<file path="src/rtl/clock_time_reg.sv">
// BCD time-of-day register with a hold-to-set state machine.
// The set rate starts slow and switches to fast after a sustained hold.
module clock_time_reg (
  input  logic       i_clk,
  input  logic       i_reset_n,
  input  logic       i_1hz_stb,
  input  logic       i_slow_set_stb,
  input  logic       i_fast_set_stb,
  input  logic       i_set_hours,
  input  logic       i_set_minutes,
  output logic [5:0] o_hours,
  output logic [6:0] o_minutes,
  output logic [6:0] o_seconds,
  output logic       o_update_stb,
  output logic       o_setting
);

  typedef enum logic [1:0] {
    RUN,
    SET_SLOW,
    SET_FAST
  } state_t;

  state_t     state;
  state_t     state_nx;
  logic [2:0] hold;
  logic [2:0] hold_nx;
  logic       field;
  logic       field_nx;
  logic [5:0] hrs_nx;
  logic [6:0] min_nx;
  logic [6:0] sec_nx;
  logic       upd_nx;
  logic       inc;
  logic       tick;
  logic       any_set;
  logic       want_hrs;

  // Compares use >= so a digit can never run past its legal range.
  function automatic logic [6:0] inc_60(input logic [6:0] v);
    if (v[6:4] >= 3'd5 && v[3:0] >= 4'd9)
      return 7'd0;
    else if (v[3:0] >= 4'd9)
      return {v[6:4] + 3'd1, 4'd0};
    else
      return {v[6:4], v[3:0] + 4'd1};
  endfunction

  function automatic logic [5:0] inc_24(input logic [5:0] v);
    if (v[5:4] >= 2'd2 && v[3:0] >= 4'd3)
      return 6'd0;
    else if (v[3:0] >= 4'd9)
      return {v[5:4] + 2'd1, 4'd0};
    else
      return {v[5:4], v[3:0] + 4'd1};
  endfunction

  function automatic logic is_59(input logic [6:0] v);
    return (v[6:4] >= 3'd5) && (v[3:0] >= 4'd9);
  endfunction

  assign any_set  = i_set_hours | i_set_minutes;
  assign want_hrs = i_set_hours;

  always_comb begin
    state_nx = state;
    hold_nx  = hold;
    field_nx = field;
    inc      = 1'b0;
    tick     = 1'b0;
    unique case (state)
      RUN: begin
        if (any_set) begin
          state_nx = SET_SLOW;
          hold_nx  = 3'd0;
          field_nx = want_hrs;
          inc      = 1'b1;
        end else if (i_1hz_stb) begin
          tick = 1'b1;
        end
      end
      SET_SLOW, SET_FAST: begin
        if (!any_set) begin
          state_nx = RUN;
        end else if (want_hrs != field) begin
          state_nx = SET_SLOW;
          hold_nx  = 3'd0;
          field_nx = want_hrs;
          inc      = 1'b1;
        end else if (state == SET_SLOW) begin
          if (i_slow_set_stb) begin
            inc     = 1'b1;
            hold_nx = hold + 3'd1;
            if (hold == 3'd3)
              state_nx = SET_FAST;
          end
        end else if (i_fast_set_stb) begin
          inc = 1'b1;
        end
      end
      default: begin
        state_nx = RUN;
        hold_nx  = 3'd0;
      end
    endcase
  end

  // Set increments wrap in-field; only the 1 Hz tick carries.
  always_comb begin
    hrs_nx = o_hours;
    min_nx = o_minutes;
    sec_nx = o_seconds;
    unique case (1'b1)
      inc: begin
        if (want_hrs) begin
          hrs_nx = inc_24(o_hours);
        end else begin
          min_nx = inc_60(o_minutes);
          sec_nx = 7'd0;
        end
      end
      tick: begin
        sec_nx = inc_60(o_seconds);
        if (is_59(o_seconds)) begin
          min_nx = inc_60(o_minutes);
          if (is_59(o_minutes))
            hrs_nx = inc_24(o_hours);
        end
      end
      default: ;
    endcase
    upd_nx = {hrs_nx, min_nx, sec_nx} !=
             {o_hours, o_minutes, o_seconds};
  end

  always_ff @(posedge i_clk or negedge i_reset_n) begin
    if (!i_reset_n) begin
      state        <= RUN;
      hold         <= 3'd0;
      field        <= 1'b0;
      o_hours      <= 6'd0;
      o_minutes    <= 7'd0;
      o_seconds    <= 7'd0;
      o_update_stb <= 1'b0;
      o_setting    <= 1'b0;
    end else begin
      state        <= state_nx;
      hold         <= hold_nx;
      field        <= field_nx;
      o_hours      <= hrs_nx;
      o_minutes    <= min_nx;
      o_seconds    <= sec_nx;
      o_update_stb <= upd_nx;
      o_setting    <= (state_nx != RUN);
    end
  end

endmodule

</file>
<file path="config.mk">
export PLATFORM = sky130hd
export DESIGN_NAME = clock_time_reg
export DESIGN_NICKNAME = d
export VERILOG_FILES = /design/src/rtl/clock_time_reg.sv
export SDC_FILE = /design/constraint.sdc
export NUM_CORES = 1
export LEC_CHECK = 0
export ABC_AREA = 1
export CORE_MARGIN = 10
export CORE_UTILIZATION = 60
export DETAILED_ROUTE_END_ITERATION = 10
export GPL_ROUTABILITY_DRIVEN = 0
export MAX_ROUTING_LAYER = met4
export PLACE_DENSITY = 0.91
export REMOVE_ABC_BUFFERS = 1
export SETUP_SLACK_MARGIN = 0.5
export SLEW_MARGIN = 10
export SYNTH_ARGS = -nofsm -noshare
export SYNTH_HDL_FRONTEND = slang
export SYNTH_SLANG_ARGS = --single-unit
</file>
<file path="constraint.sdc">
create_clock -name i_clk -period 3.2 [get_ports i_clk]
set_input_delay 0.32 -clock i_clk [delete_from_list [all_inputs] [get_ports i_clk]]
set_output_delay 0.32 -clock i_clk [all_outputs]
set_load 0.005 [all_outputs]
</file>
==> out/summary.txt, run 1 <==
R2R Path Start: state[1]
Drt via density: 6.074
Setup violators final: 0
Kind of critical path: reg -> reg
Setup crit start: state[1]
First-pass GRT wire length: 12310 µm
Most used cell, CP: nor2_1
Crit-path max cell delay: 410 ps
Nets: 486
CTS tree: yes
Synthesized flop and latch total: 28
Fin. max-slew vios: 0
Chip height: 88.06 µm
Slew at the pin with the worst max-slew slack: 414.1 ps
Mapped cell area: 2779 µm²
Tcrit/Tclk final: 0.7647
HPWL after DPL: 5211 µm
Critical Path Fanout Max: 37
Total Routed Length: 7540 µm
Clk buf depth: 2
Total Neg Setup Slack: 0 ps
Total track usage: 0.1947
Hold Path Class: in -> async
Post-synth cell types: 35
Drt wl/cell: 14.76 µm
Inserted Diodes: 0
Crit end category: flop
Clk pin slew, worst setup/hold paths: 110 ps
Crit-path cells: inv_1 > ha_1 > nand2_4 > nor2_4 > buf_4 > inv_6 > nand2_8 > clkinv_2 > nor2_1 > nand3_1 > nand2_1 > nor2_1 > nand2_1 > nor2_1 > nand3_1
Share of cells above drive strength 1: 0.09804
Fillcell total: 367
VDD IR max: 0.4990 mV
Rel. slew slack: 0.7210
R2R setup slack: 750 ps
Fmax: 408.6 MHz
Slowest CP cell: dfrtp_1
DP Cell Count: 503
P&R area growth vs syn: 14.41%
DRC Markers: 0
Initial antenna violation count: 0
TritonCTS buffer count: 3
Crit path max-delay family: simple AND/OR/NAND/NOR gates
Final hold violations: 0
Vias in the first global route: 2799
WP buf/inv: 4
Seq/Total Area, Yosys: 0.2521
Synth Instances: 431
TritonCTS Sinks: 28
CTS H-tree depth: 1
Arr. time, crit path: 2670 ps
RSZ-0062 raised after global routing: no
Standard-cell rows: 24
Via count: 3104
Root Buffer: clkbuf_8
Number of synthesis warnings: 0
Die area: 7754 µm²
Starting density of the core: 0.6295
Req. time, crit path: 3430 ps
Largest net degree at the start of global routing: 38
Total gr overflow: 0
Clk_lat worst skew: 290 ps
Syn Area/Cell: 6.448 µm²
Setup crit start kind: flop
DR pass1 iterations: 8
Final std cells w/o fill: 511
# IOs: 29
Max-capacitance violation count: 0
Antenna Violating Nets Remaining: 0
Fin Clk Skew: 4.689 ps
1st-iter DRT viols: 319
IO buf count: 28
Power Dens Cells: 928.8 nW/µm²
Static leakage: 0.001646 µW
Outcome: completed
Core area: 4414 µm²
Chip width: 88.06 µm
Tmin final: 2447 ps
cell type report:
type / instances / area, µm² / share of cell area
clock buffer: 3 / 41.29 / 0.01299
inverter: 59 / 227.7 / 0.07163
timing repair buffer: 35 / 332.8 / 0.1047
clock inverter: 1 / 30.03 / 0.009445
multi-input combinational: 333 / 1782 / 0.5604
sequential: 28 / 700.7 / 0.2204
tap: 52 / 65.06 / 0.02046
cell usage in the layout (no fill, tap or decap), types with 3 or more instances in the layout:
cell             instances
nand3_1                 49
nor2_4                   3
inv_1                   50
inv_2                    7
nand2_2                  6
ha_1                    19
dfrtp_1                 28
buf_4                    7
a21oi_1                  9
nand4_1                 17
clkdlybuf4s50_1         28
nand3_2                  5
xor2_1                   4
nor2_1                  43
nand2_1                126
nor2_2                   3
clkbuf_8                 3
o21ai_1                  4
o21ai_0                 22
o211ai_1                 6
cell families (layout without fill, tap and decap cells):
| group | Yosys count | count (layout) | synth area share |
|---|---|---|---|
| simple gates | 261 | 261 | 0.4367 |
| buf+inv | 70 | 98 | 0.1108 |
| compound gates | 49 | 49 | 0.1022 |
| flops | 28 | 28 | 0.2521 |
| fa+ha+maj | 19 | 19 | 0.08555 |
| xor+xnor | 4 | 4 | 0.01261 |
through the flow:
| step | hold slack, ps | utilization | worst slack [ps] | total power, µW | area [µm²] |
|---|---|---|---|---|---|
| after floorplan | 24.41 | - | 1073 | 1954 | 2698 |
| after global placement | 469.8 | 0.6944 | 602.4 | 2498 | 3065 |
| after detailed placement | 494.9 | 0.6944 | 520.0 | 2565 | 3065 |
| after CTS | 426.0 | 0.7106 | 664.3 | 2874 | 3137 |
| after global routing | 427.7 | 0.7202 | 503.4 | 3243 | 3179 |
| final | 400.8 | 0.7202 | 752.9 | 2953 | 3179 |
metal layers:
layer | vias up | track usage | wire length [µm]
met2 | 187 | 0.3056 | 3552
met3 | 30 | 0.02414 | 665
met4 | 0 | 0.08417 | 202
met5 | - | - | 0
met1 | 1429 | 0.2454 | 3120
li1 | 1458 | - | -
path summary, 6_finish.rpt:
| path | depth (start not counted) | to |
|---|---|---|
| min reg2reg | 1 | hold[0] |
| min in group i_clk | 1 | hold[0] |
| max | 15 | o_update_stb |
| max in group asynchronous | 2 | o_hours[3] |
| min | 2 | hold[0] |
| max reg2reg | 15 | o_update_stb |
synth_stat cells (all sizes together):
library cell	count	area [µm²]
clkbuf	3	11.26
xor2	4	35.03
inv	59	226.5
nor2	50	231.5
nand3	55	312.8
o221ai	1	8.760
o21ai	27	138.9
nand4	17	106.4
ha	19	237.7
nor3	2	10.01
o22ai	2	12.51
a21oi	10	53.80
nand3b	1	7.510
o21bai	1	7.510
nand2	134	533.0
dfrtp	28	700.7
buf	8	70.06
or2	2	12.51
a221oi	1	8.760
o211ai	6	45.04
o2111ai	1	8.760
worst register-to-register path, stage by stage (launching register included):
cell	delay (ps)
dfrtp_1	410
inv_1	120
ha_1	320
nand2_4	80
nor2_4	190
buf_4	190
inv_6	60
nand2_8	210
clkinv_2	270
nor2_1	160
nand3_1	80
nand2_1	80
nor2_1	50
nand2_1	70
nor2_1	40
nand3_1	70
sequential cells by signal, summed over array words and instances, names as in the netlist:
name,cells
o_hours,6
state,2
o_minutes,7
field,1
o_setting,1
o_update_stb,1
hold,3
o_seconds,7
timing repair:
action | in CTS | in global routing
resized for setup | 0 | 3
hold endpoints to repair | 0 | 0
hold buffers | 0 | 0
setup endpoints to repair | 0 | 1
buffers inserted | 0 | 4
where the power goes:
group          switching [µW]  internal (µW)
combinational            1200            748
clock                     127            168
sequential                214            495
No activity file was read; power rests on OpenSTA's default activity.
==> run 2, diff against run 1 <==
--- a/config.mk
+++ b/config.mk
@@ -7,11 +7,11 @@
 export LEC_CHECK = 0
 export ABC_AREA = 1
 export CORE_MARGIN = 10
-export CORE_UTILIZATION = 60
+export CORE_UTILIZATION = 58
 export DETAILED_ROUTE_END_ITERATION = 10
 export GPL_ROUTABILITY_DRIVEN = 0
 export MAX_ROUTING_LAYER = met4
-export PLACE_DENSITY = 0.91
+export PLACE_DENSITY = 0.88
 export REMOVE_ABC_BUFFERS = 1
 export SETUP_SLACK_MARGIN = 0.5
 export SLEW_MARGIN = 10
==> constraint.sdc (replaced) <==
create_clock -name i_clk -period 2.53 [get_ports i_clk]
set_input_delay 0.253 -clock i_clk [delete_from_list [all_inputs] [get_ports i_clk]]
set_output_delay 0.253 -clock i_clk [all_outputs]
set_load 0.005 [all_outputs]
==> run 2 against run 1 <==
Against the previous run: clock-buffer cell count unchanged; largest power group unchanged; clock power grew 29%; combinational power increased by 84%; via count rose by 18%; design area increased by 19%; critical endpoint unchanged; routed wire length increased by 41%; clock skew rose by 5.0 ps; non-clock buffer count grew 43.
==> out/summary.txt, run 2 (same netlist as run 1, synthesis figures left out) <==
Critical Path Fanout Max: 6
Slowest CP cell: dfrtp_1
Chip width: 89.22 µm
Post-route cell area: 3775 µm²
Tmin final: 2351 ps
Setup crit end: o_update_stb
Core area: 4692 µm²
Chip height: 89.22 µm
Total Neg Setup Slack: 0 ps
Placed cell areas: 3105 µm²
Tcrit/Tclk final: 0.9294
First-pass GRT wire length: 14990 µm
Crit path max-delay family: simple AND/OR/NAND/NOR gates
Via count: 3660
Final hold violations: 0
Hold Path Class: in -> async
Arr. time, crit path: 2530 ps
DR pass1 iterations: 6
TritonCTS Sinks: 28
Max-capacitance violation count: 0
Starting density of the core: 0.5923
Rel. slew slack: 0.7301
Fin Clk Skew: 9.694 ps
Drt via density: 6.559
R2R setup slack: 180 ps
Reg2Reg Depth: 15
Most used cell, CP: nand2_1
Setup violators final: 0
# IOs: 29
Critical R2R Capture: o_update_stb
Drt wl/cell: 19.03 µm
P&R area growth vs syn: 35.84%
Crit-path max cell delay: 430 ps
Fillcell total: 277
Largest net degree at the start of global routing: 29
1st-iter DRT viols: 586
Total track usage: 0.2413
Setup crit start kind: flop
Vias in the first global route: 3238
TritonCTS buffer count: 3
Outcome: completed
Setup crit start: o_minutes[1]
R2R Path Start: o_minutes[1]
Commonest non-fill, non-tap cell in the layout: nand2_1
CTS tree: yes
Clk pin slew, worst setup/hold paths: 120 ps
Req. time, crit path: 2710 ps
Root Buffer: clkbuf_8
Total Routed Length: 10620 µm
Initial antenna violation count: 0
Standard-cell rows: 25
HPWL after DPL: 5344 µm
Inserted Diodes: 0
VDD IR max: 0.6745 mV
Regs by FF count: o_minutes x7, o_seconds x7, o_hours x6
Share of cells above drive strength 1: 0.2698
Static leakage: 0.001894 µW
Commonest cells after routing, fill and taps aside: nand2_1, nand3_1, buf_4
WP buf/inv: 2
DRC Markers: 0
IO buf count: 28
RSZ-0062 raised after global routing: yes
Slew at the pin with the worst max-slew slack: 404.9 ps
Fmax: 425.3 MHz
CTS H-tree depth: 1
Die area: 7960 µm²
Antenna Violating Nets Remaining: 0
Crit end category: flop
Total gr overflow: 0
Clk_lat worst skew: 290 ps
Power Dens Cells: 1286 nW/µm²
Nets: 531
Kind of critical path: reg -> reg
Clk buf depth: 2
Fin. max-slew vios: 0
Crit path depth: 15
Crit-path cells: inv_2 > ha_1 > inv_1 > nand3_4 > nand3_4 > nor2_4 > nand2_1 > nand3_1 > nand2_1 > nand3_1 > nand2_1 > nor2_2 > nand2_1 > nor2_1 > nand3_1
run 2: worst min-delay path by stage:
stage	startpoint	endpoint	slack, ps	cells after the start
CTS	i_reset_n	o_minutes[5]	360	2
global placement	hold[1]	hold[1]	480	2
finish	i_reset_n	o_hours[4]	350	2
global route	i_reset_n	field	390	2
detailed placement	hold[1]	hold[1]	490	2
floorplan	i_reset_n	field	-40	0
run 2: timing repair:
action	4_1_cts	5_1_grt
resized for setup	40	37
endpoints found under the setup margin	8	8
pin swaps	18	20
gates cloned	2	0
setup buffers	27	15
endpoints found under the hold margin	0	0
hold buffers	0	0
run 2: where the power goes:
group / internal (µW) / switching, µW
sequential: 633 / 250
combinational: 1490 / 2110
clock: 212 / 167
run 2: final cells by class:
type	instances	area, µm²	area share
clock buffers	3	41.29	0.01094
clock inverters	1	30.03	0.007955
inverters	59	236.5	0.06265
multi-input cells	335	1986	0.5260
flip-flops and latches	28	708.2	0.1876
well taps	54	67.56	0.01790
repair buffers	78	705.7	0.1869
run 2: metal layers:
| layer | vias to the layer above | track usage | wire length [µm] |
|---|---|---|---|
| met5 | - | - | 0 |
| met4 | 0 | 0.1705 | 760 |
| met3 | 113 | 0.04467 | 1300 |
| met2 | 368 | 0.3756 | 4728 |
| met1 | 1629 | 0.2742 | 3828 |
| li1 | 1550 | - | - |
run 2: worst register-to-register path, delay by kind of cell (launching register included):
family,cells,cell delay [ps]
flops,1,430
simple gates,12,1420
buf+inv,2,220
fa+ha+maj,1,170
run 2: per-stage QoR:
stage | total power [µW] | util | hold slack [ps] | cells | setup WS, ps
floorplan | 2472 | - | -42.59 | 420 | 403.0
global placement | 3236 | 0.6619 | 477.2 | 510 | 81.87
detailed placement | 3302 | 0.6619 | 489.0 | 510 | 45.78
CTS | 4164 | 0.7557 | 364.0 | 543 | 426.3
global route | 5159 | 0.8045 | 388.1 | 558 | 86.64
finish | 4856 | 0.8045 | 348.6 | 558 | 178.5
==> run 3, diff against run 2 <==
--- a/config.mk
+++ b/config.mk
@@ -7,11 +7,12 @@
 export LEC_CHECK = 0
 export ABC_AREA = 1
 export CORE_MARGIN = 10
-export CORE_UTILIZATION = 58
+export CORE_UTILIZATION = 59
+export CTS_BUF_LIST = sky130_fd_sc_hd__clkbuf_8
 export DETAILED_ROUTE_END_ITERATION = 10
 export GPL_ROUTABILITY_DRIVEN = 0
 export MAX_ROUTING_LAYER = met4
-export PLACE_DENSITY = 0.88
+export PLACE_DENSITY = 0.9
 export REMOVE_ABC_BUFFERS = 1
 export SETUP_SLACK_MARGIN = 0.5
 export SLEW_MARGIN = 10
==> run 3 against run 2 <==
Against the previous run: final cell count down 2.5%; critical path depth unchanged; clock power down 1%; combinational power down 6.7%; hold slack worse by 16 ps; worst setup slack better by 43 ps; register-to-register slack better by 40 ps; sequential cell count unchanged; clock-buffer cell count unchanged; via count down 4.1%; die area down 1.3%; critical path type unchanged.
==> out/summary.txt, run 3 (same netlist as run 1, synthesis figures left out) <==
Total gr overflow: 0
HPWL after DPL: 5344 µm
Met2 Use GR: 0.3710
Tcrit/Tclk final: 0.9124
Global route hottest layer: met2
Power Dens Cells: 1253 nW/µm²
R2R setup slack: 220 ps
First-pass GRT wire length: 14500 µm
Vias in the first global route: 3165
Hold Path Class: in -> async
GR Util met1: 0.2796
Rel. slew slack: 0.6892
Req. time, crit path: 2710 ps
Initial antenna violation count: 0
Total track usage: 0.2320
Setup violators final: 0
Fin. max-slew vios: 0
DR pass1 iterations: 6
Total Routed Length: 10110 µm
IO buf count: 28
CTS tree: yes
Drt via density: 6.450
Most used cell, CP: nor2_1
# IOs: 29
Core area: 4444 µm²
Nets: 519
Starting density of the core: 0.6253
Chip width: 88.63 µm
Int Power: 2195 µW
Tmin final: 2308 ps
TritonCTS buffer count: 3
Standard-cell rows: 24
Tot Pwr: 4595 µW
Static leakage: 0.001864 µW
Switching power total: 2400 µW
Outcome: completed
Clk_lat worst skew: 290 ps
Sequential share of power: 0.190
Clk network pwr share: 0.082
Largest net degree at the start of global routing: 29
Fin Clk Skew: 12.76 ps
Drt wl/cell: 18.58 µm
Root Buffer: clkbuf_8
Commonest non-fill, non-tap cell in the layout: nand2_1
Crit-path cells: ha_1 > inv_1 > nand3_4 > nand3_4 > inv_2 > nand2_4 > nor2_1 > nor2_1 > nand2_1 > nand3_1 > nand2_1 > nor2_1 > nand2_1 > nor2_1 > nand3_1
Clk buf depth: 2
WP buf/inv: 2
Slew at the pin with the worst max-slew slack: 466.2 ps
Final std cells w/o fill: 544
Regs by FF count: o_minutes x7, o_seconds x7, o_hours x6
Antenna Violating Nets Remaining: 0
P&R area growth vs syn: 31.92%
Commonest cells after routing, fill and taps aside: nand2_1, nand3_1, inv_1
Kind of critical path: reg -> reg
Crit-path max cell delay: 460 ps
RSZ-0062 raised after global routing: yes
Fillcell total: 255
Arr. time, crit path: 2490 ps
Critical Path Fanout Max: 6
Via count: 3509
DP Cell Count: 508
VDD IR max: 0.7374 mV
Clk pin slew, worst setup/hold paths: 120 ps
Crit end category: flop
TritonCTS Sinks: 28
Inserted Diodes: 0
Net Sw Frac: 0.5223
1st-iter DRT viols: 495
Max-capacitance violation count: 0
Share of cells above drive strength 1: 0.2439
Met3 Use GR: 0.03401
DRC Markers: 0
Fmax: 433.2 MHz
CTS H-tree depth: 1
Final hold violations: 0
Comb power frac: 0.729
Slowest CP cell: dfrtp_2
Chip height: 88.63 µm
Crit path max-delay family: simple AND/OR/NAND/NOR gates
Total Neg Setup Slack: 0 ps
Setup crit start kind: flop
Die area: 7855 µm²
-- run 3: cell count changes in the layout (fill, tap and decap cells not counted), sizes merged --
cell	before	now
buf	50	38
-- run 3: layout make-up --
cell class / instances / area (µm²) / share of cell area
Clock inverter: 1 / 30.03 / 0.008191
Multi-Input combinational cell: 335 / 1968 / 0.5369
Timing Repair Buffer: 66 / 620.6 / 0.1693
Clock buffer: 3 / 41.29 / 0.01126
Inverter: 59 / 231.5 / 0.06314
Sequential cell: 28 / 709.4 / 0.1935
Tap cell: 52 / 65.06 / 0.01775
-- run 3: power groups by stage --
stage | Combinational [µW] | Sequential (µW) | Clock (µW)
floorplan | 1620 | 854 | 0
global placement | 2350 | 892 | 0
detailed placement | 2430 | 901 | 0
CTS | 2850 | 854 | 378
global route | 3630 | 891 | 389
finish | 3350 | 871 | 375
-- run 3: what timing repair did --
action,CTS,global route
hold buffers,0,0
gates resized for setup,35,34
pin swaps,11,16
setup buffers,17,13
setup endpoints to repair,10,8
gates cloned,2,0
-- run 3: worst register-to-register path, cell delays in order (launching register included) --
cell and delay (ps):
dfrtp_2 460, ha_1 200, inv_1 90, nand3_4 110, nand3_4 180, inv_2 90, nand2_4 90, nor2_1 50
nor2_1 190, nand2_1 140, nand3_1 100, nand2_1 80, nor2_1 110, nand2_1 70, nor2_1 130, nand3_1 100
-- run 3: path summary, 6_finish.rpt --
kind,from,endpoint,cells past startpoint
max,o_seconds[0],o_update_stb,15
min,i_reset_n,field,2
max reg2reg,o_seconds[0],o_update_stb,15
min reg2reg,hold[0],hold[0],1
max in group asynchronous,i_reset_n,o_hours[0],2
min in group i_clk,hold[0],hold[0],1
-- run 3: stage by stage --
stage	hold WS (ps)	util	setup slack [ps]	instance area [µm²]
final	332.9	0.8249	221.7	3666
after global placement	481.3	0.7010	150.3	3115
after floorplan	-42.59	-	403.0	2698
after global routing	383.3	0.8249	52.15	3666
after CTS	355.6	0.7745	466.9	3442
after detailed placement	491.3	0.7010	69.84	3115
-- run 3: routing by layer --
metal	routed length (µm)	part of all wire
met3	1265	0.13
met2	4403	0.44
met5	0	0
met4	711	0.070
met1	3729	0.37
